$ cat src/rtl/mem_port_arbiter_if.sv
// Bus bundle for mem_port_arbiter: fetch port, load/store port, memory port and stall/err flags.
`default_nettype none

interface mem_port_arbiter_if #(
  parameter int ADDR_W = 32,
  parameter int DATA_W = 32
);
  logic              if_req;
  logic [ADDR_W-1:0] if_addr;
  logic [DATA_W-1:0] if_rdata;
  logic              if_ready;
  logic              dm_read;
  logic              dm_write;
  logic [ADDR_W-1:0] dm_addr;
  logic [DATA_W-1:0] dm_wdata;
  logic [DATA_W-1:0] dm_rdata;
  logic              dm_ready;
  logic              mem_req;
  logic              mem_we;
  logic [ADDR_W-1:0] mem_addr;
  logic [DATA_W-1:0] mem_wdata;
  logic [DATA_W-1:0] mem_rdata;
  logic              mem_ack;
  logic              stall_if;
  logic              stall_mem;
  logic              err;

  modport slave (
    input  if_req, if_addr, dm_read, dm_write, dm_addr, dm_wdata, mem_rdata, mem_ack,
    output if_rdata, if_ready, dm_rdata, dm_ready, mem_req, mem_we, mem_addr, mem_wdata,
           stall_if, stall_mem, err
  );

  modport master (
    output if_req, if_addr, dm_read, dm_write, dm_addr, dm_wdata, mem_rdata, mem_ack,
    input  if_rdata, if_ready, dm_rdata, dm_ready, mem_req, mem_we, mem_addr, mem_wdata,
           stall_if, stall_mem, err
  );
endinterface

`default_nettype wire

$ cat src/rtl/mem_port_arbiter.sv
// mem_port_arbiter: shares one single-port memory between instruction fetch and load/store,
// data-first with alternation on contention, req/ack handshake with timeout. Rev 1.0
`default_nettype none

module mem_port_arbiter #(
  parameter int ADDR_W = 32,
  parameter int DATA_W = 32,
  parameter int TMO_W  = 4
) (
  input  wire logic         clk,
  input  wire logic         rst,
  mem_port_arbiter_if.slave bus
);

  localparam logic [1:0] c_IDLE  = 2'd0;
  localparam logic [1:0] c_DATA  = 2'd1;
  localparam logic [1:0] c_FETCH = 2'd2;
  localparam logic [1:0] c_RESP  = 2'd3;

  // Last count value still waiting; no ack on that cycle means 2**TMO_W-1 cycles elapsed.
  localparam int              c_TMO_LAST_I = (1 << TMO_W) - 2;
  localparam logic [TMO_W-1:0] c_TMO_LAST  = c_TMO_LAST_I[TMO_W-1:0];
  localparam logic [TMO_W-1:0] c_CNT_ONE   = {{(TMO_W-1){1'b0}}, 1'b1};

  logic [1:0]        r_state;
  logic [TMO_W-1:0]  r_cnt;
  logic              r_grant_data;
  logic              r_last_was_data;
  logic              r_mem_req;
  logic              r_mem_we;
  logic [ADDR_W-1:0] r_mem_addr;
  logic [DATA_W-1:0] r_mem_wdata;
  logic [DATA_W-1:0] r_if_rdata;
  logic [DATA_W-1:0] r_dm_rdata;
  logic              r_if_ready;
  logic              r_dm_ready;
  logic              r_err;

  logic w_dm_pend;
  logic w_pick_data;
  logic w_tmo;

  assign w_dm_pend   = bus.dm_read | bus.dm_write;
  assign w_pick_data = w_dm_pend & (~bus.if_req | ~r_last_was_data);
  assign w_tmo       = (r_cnt == c_TMO_LAST);

  always_ff @(posedge clk or posedge rst) begin
    if (rst) begin
      r_state         <= c_IDLE;
      r_cnt           <= '0;
      r_grant_data    <= 1'b0;
      r_last_was_data <= 1'b0;
      r_mem_req       <= 1'b0;
      r_mem_we        <= 1'b0;
      r_mem_addr      <= '0;
      r_mem_wdata     <= '0;
      r_if_rdata      <= '0;
      r_dm_rdata      <= '0;
      r_if_ready      <= 1'b0;
      r_dm_ready      <= 1'b0;
      r_err           <= 1'b0;
    end else begin
      r_if_ready <= 1'b0;
      r_dm_ready <= 1'b0;
      case (r_state)
        c_IDLE: begin
          if (w_dm_pend || bus.if_req) begin
            r_mem_req <= 1'b1;
            r_cnt     <= '0;
            if (w_pick_data) begin
              // A simultaneous read+write is served as a write and flagged.
              r_grant_data <= 1'b1;
              r_mem_we     <= bus.dm_write;
              r_mem_addr   <= bus.dm_addr;
              r_mem_wdata  <= bus.dm_wdata;
              r_state      <= c_DATA;
              if (bus.dm_read && bus.dm_write) r_err <= 1'b1;
            end else begin
              r_grant_data <= 1'b0;
              r_mem_we     <= 1'b0;
              r_mem_addr   <= bus.if_addr;
              r_state      <= c_FETCH;
            end
          end
        end
        c_DATA, c_FETCH: begin
          if (bus.mem_ack) begin
            r_mem_req <= 1'b0;
            r_state   <= c_RESP;
            if (r_grant_data) begin
              r_dm_ready <= 1'b1;
              if (!r_mem_we) r_dm_rdata <= bus.mem_rdata;
            end else begin
              r_if_ready <= 1'b1;
              r_if_rdata <= bus.mem_rdata;
            end
          end else if (w_tmo) begin
            r_mem_req <= 1'b0;
            r_err     <= 1'b1;
            r_state   <= c_RESP;
            if (r_grant_data) begin
              r_dm_ready <= 1'b1;
              r_dm_rdata <= '0;
            end else begin
              r_if_ready <= 1'b1;
              r_if_rdata <= '0;
            end
          end else begin
            r_cnt <= r_cnt + c_CNT_ONE;
          end
        end
        c_RESP: begin
          r_last_was_data <= r_grant_data;
          r_cnt           <= '0;
          r_state         <= c_IDLE;
        end
        default: r_state <= c_IDLE;
      endcase
    end
  end

  assign bus.mem_req   = r_mem_req;
  assign bus.mem_we    = r_mem_we;
  assign bus.mem_addr  = r_mem_addr;
  assign bus.mem_wdata = r_mem_wdata;
  assign bus.if_rdata  = r_if_rdata;
  assign bus.if_ready  = r_if_ready;
  assign bus.dm_rdata  = r_dm_rdata;
  assign bus.dm_ready  = r_dm_ready;
  assign bus.err       = r_err;
  assign bus.stall_if  = bus.if_req & ~r_if_ready;
  assign bus.stall_mem = w_dm_pend & ~r_dm_ready;

endmodule

`default_nettype wire
$ cat src/flat_wrapper.sv
// flat-port wrapper written by rule: the top's interface ports become plain ports
module mem_port_arbiter_flat 
#(
  parameter int ADDR_W = 32,
  parameter int DATA_W = 32,
  parameter int TMO_W  = 4
)
  (clk, rst, bus_if_req, bus_if_addr, bus_dm_read, bus_dm_write, bus_dm_addr, bus_dm_wdata, bus_mem_rdata, bus_mem_ack, bus_if_rdata, bus_if_ready, bus_dm_rdata, bus_dm_ready, bus_mem_req, bus_mem_we, bus_mem_addr, bus_mem_wdata, bus_stall_if, bus_stall_mem, bus_err);
  mem_port_arbiter_if #(.ADDR_W(ADDR_W), .DATA_W(DATA_W)) bus_i ();
  input  wire logic clk;
  input  wire logic rst;
  input wire logic [$bits(bus_i.if_req)-1:0] bus_if_req;
  input wire logic [$bits(bus_i.if_addr)-1:0] bus_if_addr;
  input wire logic [$bits(bus_i.dm_read)-1:0] bus_dm_read;
  input wire logic [$bits(bus_i.dm_write)-1:0] bus_dm_write;
  input wire logic [$bits(bus_i.dm_addr)-1:0] bus_dm_addr;
  input wire logic [$bits(bus_i.dm_wdata)-1:0] bus_dm_wdata;
  input wire logic [$bits(bus_i.mem_rdata)-1:0] bus_mem_rdata;
  input wire logic [$bits(bus_i.mem_ack)-1:0] bus_mem_ack;
  output wire logic [$bits(bus_i.if_rdata)-1:0] bus_if_rdata;
  output wire logic [$bits(bus_i.if_ready)-1:0] bus_if_ready;
  output wire logic [$bits(bus_i.dm_rdata)-1:0] bus_dm_rdata;
  output wire logic [$bits(bus_i.dm_ready)-1:0] bus_dm_ready;
  output wire logic [$bits(bus_i.mem_req)-1:0] bus_mem_req;
  output wire logic [$bits(bus_i.mem_we)-1:0] bus_mem_we;
  output wire logic [$bits(bus_i.mem_addr)-1:0] bus_mem_addr;
  output wire logic [$bits(bus_i.mem_wdata)-1:0] bus_mem_wdata;
  output wire logic [$bits(bus_i.stall_if)-1:0] bus_stall_if;
  output wire logic [$bits(bus_i.stall_mem)-1:0] bus_stall_mem;
  output wire logic [$bits(bus_i.err)-1:0] bus_err;
  assign bus_i.if_req = bus_if_req;
  assign bus_i.if_addr = bus_if_addr;
  assign bus_i.dm_read = bus_dm_read;
  assign bus_i.dm_write = bus_dm_write;
  assign bus_i.dm_addr = bus_dm_addr;
  assign bus_i.dm_wdata = bus_dm_wdata;
  assign bus_i.mem_rdata = bus_mem_rdata;
  assign bus_i.mem_ack = bus_mem_ack;
  assign bus_if_rdata = bus_i.if_rdata;
  assign bus_if_ready = bus_i.if_ready;
  assign bus_dm_rdata = bus_i.dm_rdata;
  assign bus_dm_ready = bus_i.dm_ready;
  assign bus_mem_req = bus_i.mem_req;
  assign bus_mem_we = bus_i.mem_we;
  assign bus_mem_addr = bus_i.mem_addr;
  assign bus_mem_wdata = bus_i.mem_wdata;
  assign bus_stall_if = bus_i.stall_if;
  assign bus_stall_mem = bus_i.stall_mem;
  assign bus_err = bus_i.err;
  mem_port_arbiter #(.ADDR_W(ADDR_W), .DATA_W(DATA_W), .TMO_W(TMO_W)) u_core (.clk(clk), .rst(rst), .bus(bus_i));
endmodule
$ cat config.mk
export PLATFORM = sky130hd
export DESIGN_NAME = mem_port_arbiter_flat
export DESIGN_NICKNAME = d
export VERILOG_FILES = /design/src/rtl/mem_port_arbiter_if.sv /design/src/rtl/mem_port_arbiter.sv /design/src/flat_wrapper.sv
export SDC_FILE = /design/constraint.sdc
export NUM_CORES = 1
export LEC_CHECK = 0
export CORE_AREA = 10 10 128 130
export CTS_CLUSTER_DIAMETER = 30
export DETAILED_ROUTE_END_ITERATION = 16
export DIE_AREA = 0 0 138 140
export PLACE_DENSITY = 0.86
export SYNTH_ARGS = -nofsm -noshare
export SYNTH_HDL_FRONTEND = slang
export SYNTH_SLANG_ARGS = --single-unit
$ cat constraint.sdc
create_clock -name clk -period 6.6 [get_ports clk]
set_clock_uncertainty 0.05 [all_clocks]
set_input_delay 0.99 -clock clk [delete_from_list [all_inputs] [get_ports clk]]
set_output_delay 0.99 -clock clk [all_outputs]
set_load 0.01 [all_outputs]
==> summary.txt, run 1 <==
Starting DRC count in detailed routing = 289
Synth Net Count = 646
Critical path arrival = 2.45 ns
Ratio of cells with drive above 1 in the final layout = 9.84%
Row count = 43
Final nets = 900
Launching element type of the critical path = primary input
Share of the synthesized area in compound gates (AO/OA/AOI/OAI) = 10.4%
Final hold viol count = 0
Ordered list of cells on the worst path = clkdlybuf4s50_1 > nor2_1 > nor2_1 > clkdlybuf4s50_1
Footprint of the flip-flops and latches = 3530 um2
Setup repair after global routing missed its margin = false
Clock insertion delay at the later pin of the skew report = 0.41 ns
Crit path max-delay cell type = sky130_fd_sc_hd__clkdlybuf4s50_1
Number of hold buffers added after cts = 0
Average wire length per cell after detail routing = 19.5 um
LEAKAGE = 4.27 nW
Clock tree from TritonCTS = yes
Total vias in the final route = 4932
Initial antenna violation count = 1
Adder and majority gate portion of the synthesized area = 0.806%
Critical path required time = 5.56 ns
Synth unique cells = 41
Area share of xor/xnor cells in the synthesized design = 0%
Share of the clock period used by the worst path after layout = 52.9%
Placer's final routability congestion estimate = 0.789
Total setup violations reported at the end of the flow = 0
Crit-path max cell delay = 0.71 ns
Buffers added on ports = 268
Post-CTS Repair Setup Buffers = 0
Largest net degree at the start of global routing = 77
Die outline area = 19300 um2
Final-report max-slew violation count = 0
Number of H-tree levels = 4
Clock Tree Root = sky130_fd_sc_hd__clkbuf_16
Area of all placed cells without fillers = 9510 um2
DRT antenna net count = 0
Most common flop cell mapped by yosys = sky130_fd_sc_hd__dfrtp_1
Measured slew at the worst slew-check pin = 1.17 ns
Area of combinational cells with multiple inputs = 2330 um2
Element type at the critical path end = output port
Number of CTS-inserted buffers = 17
Post-synthesis cell count = 508
Yosys warning count = 0
Crit Path Max Fanout = 7
Total Routed Length = 18.6 mm
Max_cap viols = 0
FMAX = 286 MHz
Wire length of the first global-routing pass = 29.8 mm
Critical Setup Path Class = primary input to output port
Total of fill cells in the finished design = 1015
Area inside the core boundary = 13800 um2
Overall track demand over capacity in global routing = 18.9%
Post-detail-place hpwl = 14.1 mm
Async set or reset register ratio after synthesis = 100%
Final critical-path required period = 3.49 ns
CTS resizes = 0
Width of the die = 138 um
Headroom to the max-slew limit = 21.6%
Cell area after technology mapping = 6210 um2
Placement Cell Area = 8940 um2
Commonest non-fill, non-tap cells in the layout = sky130_fd_sc_hd__clkdlybuf4s50_1, sky130_fd_sc_hd__dfrtp_1, sky130_fd_sc_hd__nand2_1
Mean instance size in the synthesized netlist = 12.2 um2
Result of the run = finished, final reports clean
VDD IR-drop max = 0.311 mV
Final-layout setup total negative slack = 0 ns
Seq/Total Area, Yosys = 56.8%
Grt ovf = 0
Post-synthesis to final-layout area growth = 53.1%
Max Root-Sink Buffers = 2
Top-Level Pins = 269
Chip height = 140 um
Length of the first detailed-routing pass in iterations = 5
Residual DRC = 0
Number of flops mapped to enable cells by yosys = 0
Reg clk slew, reported paths = 0.05 ns
Power density cells = 464 nW/um2
Total of flip-flops plus latches after synthesis = 141
Path class of the lowest-slack min-delay path = register to register
Most common library cell in the layout ignoring fill and taps = sky130_fd_sc_hd__clkdlybuf4s50_1
Simple logic cell fraction of the synthesized area = 7.90%
Largest family of logic cells by synthesized area = multiplexers
Via count of the first global-routing pass = 5423
Vias/cell = 5.18
Clk sinks = 141
Initial cell density of the core = 45.1%
Overall power after layout = 4.41 mW
Multiplexer share of the synthesized area = 18.0%
-- power by group --
part           switching, mW  internal (mW)  total, mW
Combinational          0.870           1.13       2.00
Clock                  0.335          0.578      0.913
Sequential             0.250           1.25       1.50
-- final timing paths --
check / from / endpoint / slack (ns) / cells past startpoint
worst max-delay path: bus_dm_write / bus_stall_mem / 3.11 / 4
worst min register to register: u_core.bus.mem_addr[16] / u_core.bus.mem_addr[16] / 0.42 / 2
worst min-delay path: u_core.bus.mem_addr[16] / u_core.bus.mem_addr[16] / 0.42 / 2
worst max register to register: u_core.r_cnt[0] / u_core.bus.dm_rdata[15] / 3.78 / 5
min in group asynchronous: rst / u_core.bus.dm_rdata[21] / 1.04 / 2
max in group asynchronous: rst / u_core.bus.dm_rdata[31] / 4.15 / 3
-- layer usage --
metal	wire length [um]	global-route usage, %	vias up
met1	7050	20.7	2410
li1	-	-	2282
met3	1370	6.15	28
met4	551	8.88	0
met2	9640	32.7	212
met5	0	0	-
-- stage by stage --
stage	hold slack [ns]	util, %	worst slack, ns	instances
3_3_place_gp	0.390	64.9	3.14	923
5_1_grt	0.453	69.0	3.03	953
3_5_place_dp	0.402	64.9	3.05	923
6_report	0.424	69.0	3.11	953
2_1_floorplan	0.443	-	1.78	508
4_1_cts	0.426	69.0	3.10	952
-- synth_stat cells (4+ instances only) --
cell | instances | share of area (%)
sky130_fd_sc_hd__a221o_1 | 5 | 0.81
sky130_fd_sc_hd__a32o_1 | 26 | 4.2
sky130_fd_sc_hd__and3_1 | 5 | 0.50
sky130_fd_sc_hd__buf_2 | 11 | 0.89
sky130_fd_sc_hd__buf_4 | 8 | 0.97
sky130_fd_sc_hd__buf_6 | 7 | 1.3
sky130_fd_sc_hd__clkbuf_1 | 12 | 0.73
sky130_fd_sc_hd__dfrtp_1 | 141 | 57
sky130_fd_sc_hd__ha_1 | 4 | 0.81
sky130_fd_sc_hd__inv_1 | 38 | 2.3
sky130_fd_sc_hd__mux2_2 | 5 | 0.91
sky130_fd_sc_hd__mux2_4 | 28 | 6.8
sky130_fd_sc_hd__mux2i_1 | 64 | 10
sky130_fd_sc_hd__nand2_1 | 76 | 4.6
sky130_fd_sc_hd__nand3_1 | 7 | 0.56
sky130_fd_sc_hd__nor2b_1 | 4 | 0.40
sky130_fd_sc_hd__o21ai_0 | 35 | 2.8
-- state kept, by name (all words and copies together) (netlist names), 2 cells and up --
register,count
u_core.bus.mem_addr,32
u_core.bus.if_rdata,32
u_core.bus.dm_rdata,32
u_core.r_cnt,4
u_core.bus.mem_wdata,32
u_core.r_state,2
-- critical path, delay by kind of cell --
family / cells / cell delay, ns
buffers and inverters: 2 / 1.26
and+or+nand+nor: 2 / 0.21
-- kinds of logic after synthesis --
logic type / Yosys count
flops: 141
simple gates: 105
mux: 97
compound gates: 85
buf+inv: 76
fa+ha+maj: 4
-- final cells by class --
class | count | share of cell area [%]
Tap cell | 180 | 2.37
Multi-Input combinational cell | 291 | 24.5
Antenna cell | 1 | 0.0263
Clock inverter | 7 | 0.947
Clock buffer | 22 | 4.99
Sequential cell | 141 | 37.1
Timing Repair Buffer | 273 | 28.6
Inverter | 38 | 1.55
Note: power is estimated with default switching activity, not from simulation.
==> run 2: changes to the inputs <==
--- a/config.mk
+++ b/config.mk
@@ -5,11 +5,11 @@
 export SDC_FILE = /design/constraint.sdc
 export NUM_CORES = 1
 export LEC_CHECK = 0
-export CORE_AREA = 10 10 128 130
+export CORE_AREA = 10 10 139 141
 export CTS_CLUSTER_DIAMETER = 30
 export DETAILED_ROUTE_END_ITERATION = 16
-export DIE_AREA = 0 0 138 140
-export PLACE_DENSITY = 0.86
+export DIE_AREA = 0 0 149 151
+export PLACE_DENSITY = 0.77
 export SYNTH_ARGS = -nofsm -noshare
 export SYNTH_HDL_FRONTEND = slang
 export SYNTH_SLANG_ARGS = --single-unit
==> constraint.sdc (replaced) <==
create_clock -name clk -period 3 [get_ports clk]
set_clock_uncertainty 0.05 [all_clocks]
set_input_delay 0.45 -clock clk [delete_from_list [all_inputs] [get_ports clk]]
set_output_delay 0.45 -clock clk [all_outputs]
set_load 0.01 [all_outputs]
==> run 2 against run 1 <==
Compared with the run above: global-route usage fell by 2.6 points; register-to-register slack worse by 3.0 ns; cell count grew 4.8%; largest power group unchanged; sequential cell count unchanged; sequential share of layout area decreased by 0.62 points; via count is 1.6% lower; hold slack improved by 0.00052 ns.
==> summary.txt, run 2 (synthesis gave the netlist of run 1 again) <==
Element type at the critical path end = output port
Result of the run = finished, final reports clean
Initial antenna violation count = 1 (unchanged)
Met2 routed WL = 9.18 mm (-4.8%)
Met3 layer wire length in the routed design = 1.75 mm (+27%)
Area inside the core boundary = 16500 um2 (+20%)
Grt ovf = 0 (unchanged)
Overall power after layout = 9.89 mW (+120%)
Reg clk slew, reported paths = 0.06 ns (about the same)
Max Root-Sink Buffers = 2 (unchanged)
Setup repair after global routing missed its margin = false
Max_cap viols = 0 (unchanged)
Total setup violations reported at the end of the flow = 0 (unchanged)
Largest net degree at the start of global routing = 142 (+84%)
Start point of the critical path = bus_dm_write
Number of CTS-inserted buffers = 17 (unchanged)
Row count = 47 (+9.3%)
Worst setup margin = 0.571 ns (-2.54 ns)
Commonest non-fill, non-tap cells in the layout = sky130_fd_sc_hd__clkdlybuf4s50_1, sky130_fd_sc_hd__dfrtp_1, sky130_fd_sc_hd__nand2_1
Crit Path Max Fanout = 7 (unchanged)
Initial cell density of the core = 37.7% (-7.4 points)
Placer's final routability congestion estimate = 0.799 (+1.2%)
Starting DRC count in detailed routing = 275 (-4.8%)
Average wire length per cell after detail routing = 18.7 um (-4.1%)
Headroom to the max-slew limit = 35.5% (+14 points)
Share of the clock period used by the worst path after layout = 81.0%
Clk sinks = 141 (unchanged)
Post-synthesis to final-layout area growth = 55.7%
Measured slew at the worst slew-check pin = 0.967 ns (-0.203 ns)
Chip height = 151 um (+7.9%)
Final critical-path required period = 2.43 ns
Hold slack final = 0.424 ns (+0.000524 ns)
Most common library cell in the layout ignoring fill and taps = sky130_fd_sc_hd__clkdlybuf4s50_1
Post-CTS Repair Setup Buffers = 0 (unchanged)
Critical path arrival = 1.93 ns (-0.52 ns)
Clock tree from TritonCTS = yes
Area of all placed cells without fillers = 9670 um2 (+1.7%)
Via count of the first global-routing pass = 5179 (-4.5%)
Ratio of cells with drive above 1 in the final layout = 10.8% (+0.95 points)
Wire length of the first global-routing pass = 29.1 mm (-2.3%)
Metal1 wirelength = 7.50 mm (+6.5%)
Clock insertion delay at the later pin of the skew report = 0.41 ns (about the same)
DP Worst Slack = 0.513 ns (-2.54 ns)
LEAKAGE = 4.33 nW (+1.3%)
DRT antenna net count = 0 (unchanged)
Final-report max-slew violation count = 0 (unchanged)
Placement Cell Area = 9050 um2 (+1.2%)
Startpoint of the tightest hold check path = u_core.bus.mem_addr[1]
Critical Setup Path Class = primary input to output port
Length of the first detailed-routing pass in iterations = 4 (-1)
Path class of the lowest-slack min-delay path = register to register
Post-detail-place hpwl = 13.7 mm (-2.9%)
Number of hold buffers added after cts = 0 (unchanged)
Buffers added on ports = 268 (unchanged)
Launching element type of the critical path = primary input
Total vias in the final route = 4851 (-1.6%)
Total Routed Length = 18.7 mm (+0.52%)
Number of H-tree levels = 4 (unchanged)
Residual DRC = 0 (unchanged)
Final hold viol count = 0 (unchanged)
FMAX = 412 MHz
Top-Level Pins = 269 (unchanged)
Launch point of the worst reg-to-reg path = u_core.r_cnt[0]
Uppermost routed layer = met4
Width of the die = 149 um (+8.0%)
Clock Tree Root = sky130_fd_sc_hd__clkbuf_16
VDD IR-drop max = 0.441 mV (+42%)
Power density cells = 1020 nW/um2 (+120%)
Die outline area = 22500 um2 (+16%)
Critical path required time = 2.50 ns (-3.06 ns)
CTS resizes = 0 (unchanged)
Vias/cell = 4.86 (-6.2%)
Final-layout setup total negative slack = 0 ns (unchanged)
Overall track demand over capacity in global routing = 16.4% (-2.6 points)
Final nets = 904 (+0.44%)
==> run 2: changes by cell type in the layout (fill, tap and decap cells not counted) <==
cell,delta
sky130_fd_sc_hd__clkinv_4,+3
sky130_fd_sc_hd__bufinv_16,+1
sky130_fd_sc_hd__clkinv_2,-2
sky130_fd_sc_hd__buf_12,+2
sky130_fd_sc_hd__clkbuf_1,-2
sky130_fd_sc_hd__buf_4,+2
sky130_fd_sc_hd__inv_6,+2
==> run 2: metal layers <==
metal / vias to the layer above / GRT usage (%)
met5: - / 0
met4: 0 / 4.86
met3: 18 / 6.62
met2: 195 / 27.1
met1: 2344 / 19.2
li1: 2294 / -
==> run 2: report_power, final <==
group	internal [mW]	switching (mW)
registers	2.74	0.505
clock network	1.38	0.823
logic	2.53	1.91
total	6.65	3.24
==> run 2: cell type report <==
| class | instances | area (um2) |
|---|---|---|
| repair buffers | 277 | 2770 |
| clock buffers | 20 | 467 |
| clock inverters | 11 | 155 |
| well taps | 220 | 275 |
| inverters | 38 | 146 |
| flip-flops and latches | 141 | 3530 |
| diodes | 1 | 2.50 |
| fillers | 1366 | 6800 |
| multi-input cells | 291 | 2330 |
==> run 2: critical path, stage by stage <==
cell	delay (ns)
sky130_fd_sc_hd__clkdlybuf4s50_1	0.72
sky130_fd_sc_hd__nor2_1	0.11
sky130_fd_sc_hd__nor2_1	0.10
sky130_fd_sc_hd__clkdlybuf4s50_1	0.55
==> run 2: worst paths after layout <==
path	slack (ns)	to	cells past startpoint
min in group asynchronous	0.60	u_core.bus.mem_wdata[21]	3
setup reg to reg	0.77	u_core.bus.dm_rdata[4]	5
hold reg to reg	0.42	u_core.bus.mem_addr[1]	2
hold / removal	0.42	u_core.bus.mem_addr[1]	2
max in group asynchronous	1.76	u_core.bus.mem_addr[13]	3
setup / recovery	0.57	bus_stall_mem	4
==> run 2: metrics by stage <==
step	util [%]	std cells
after floorplan	-	508
after global placement	54.9	967
after detailed placement	54.9	967
after CTS	58.7	998
after global routing	58.7	998
final	58.7	999
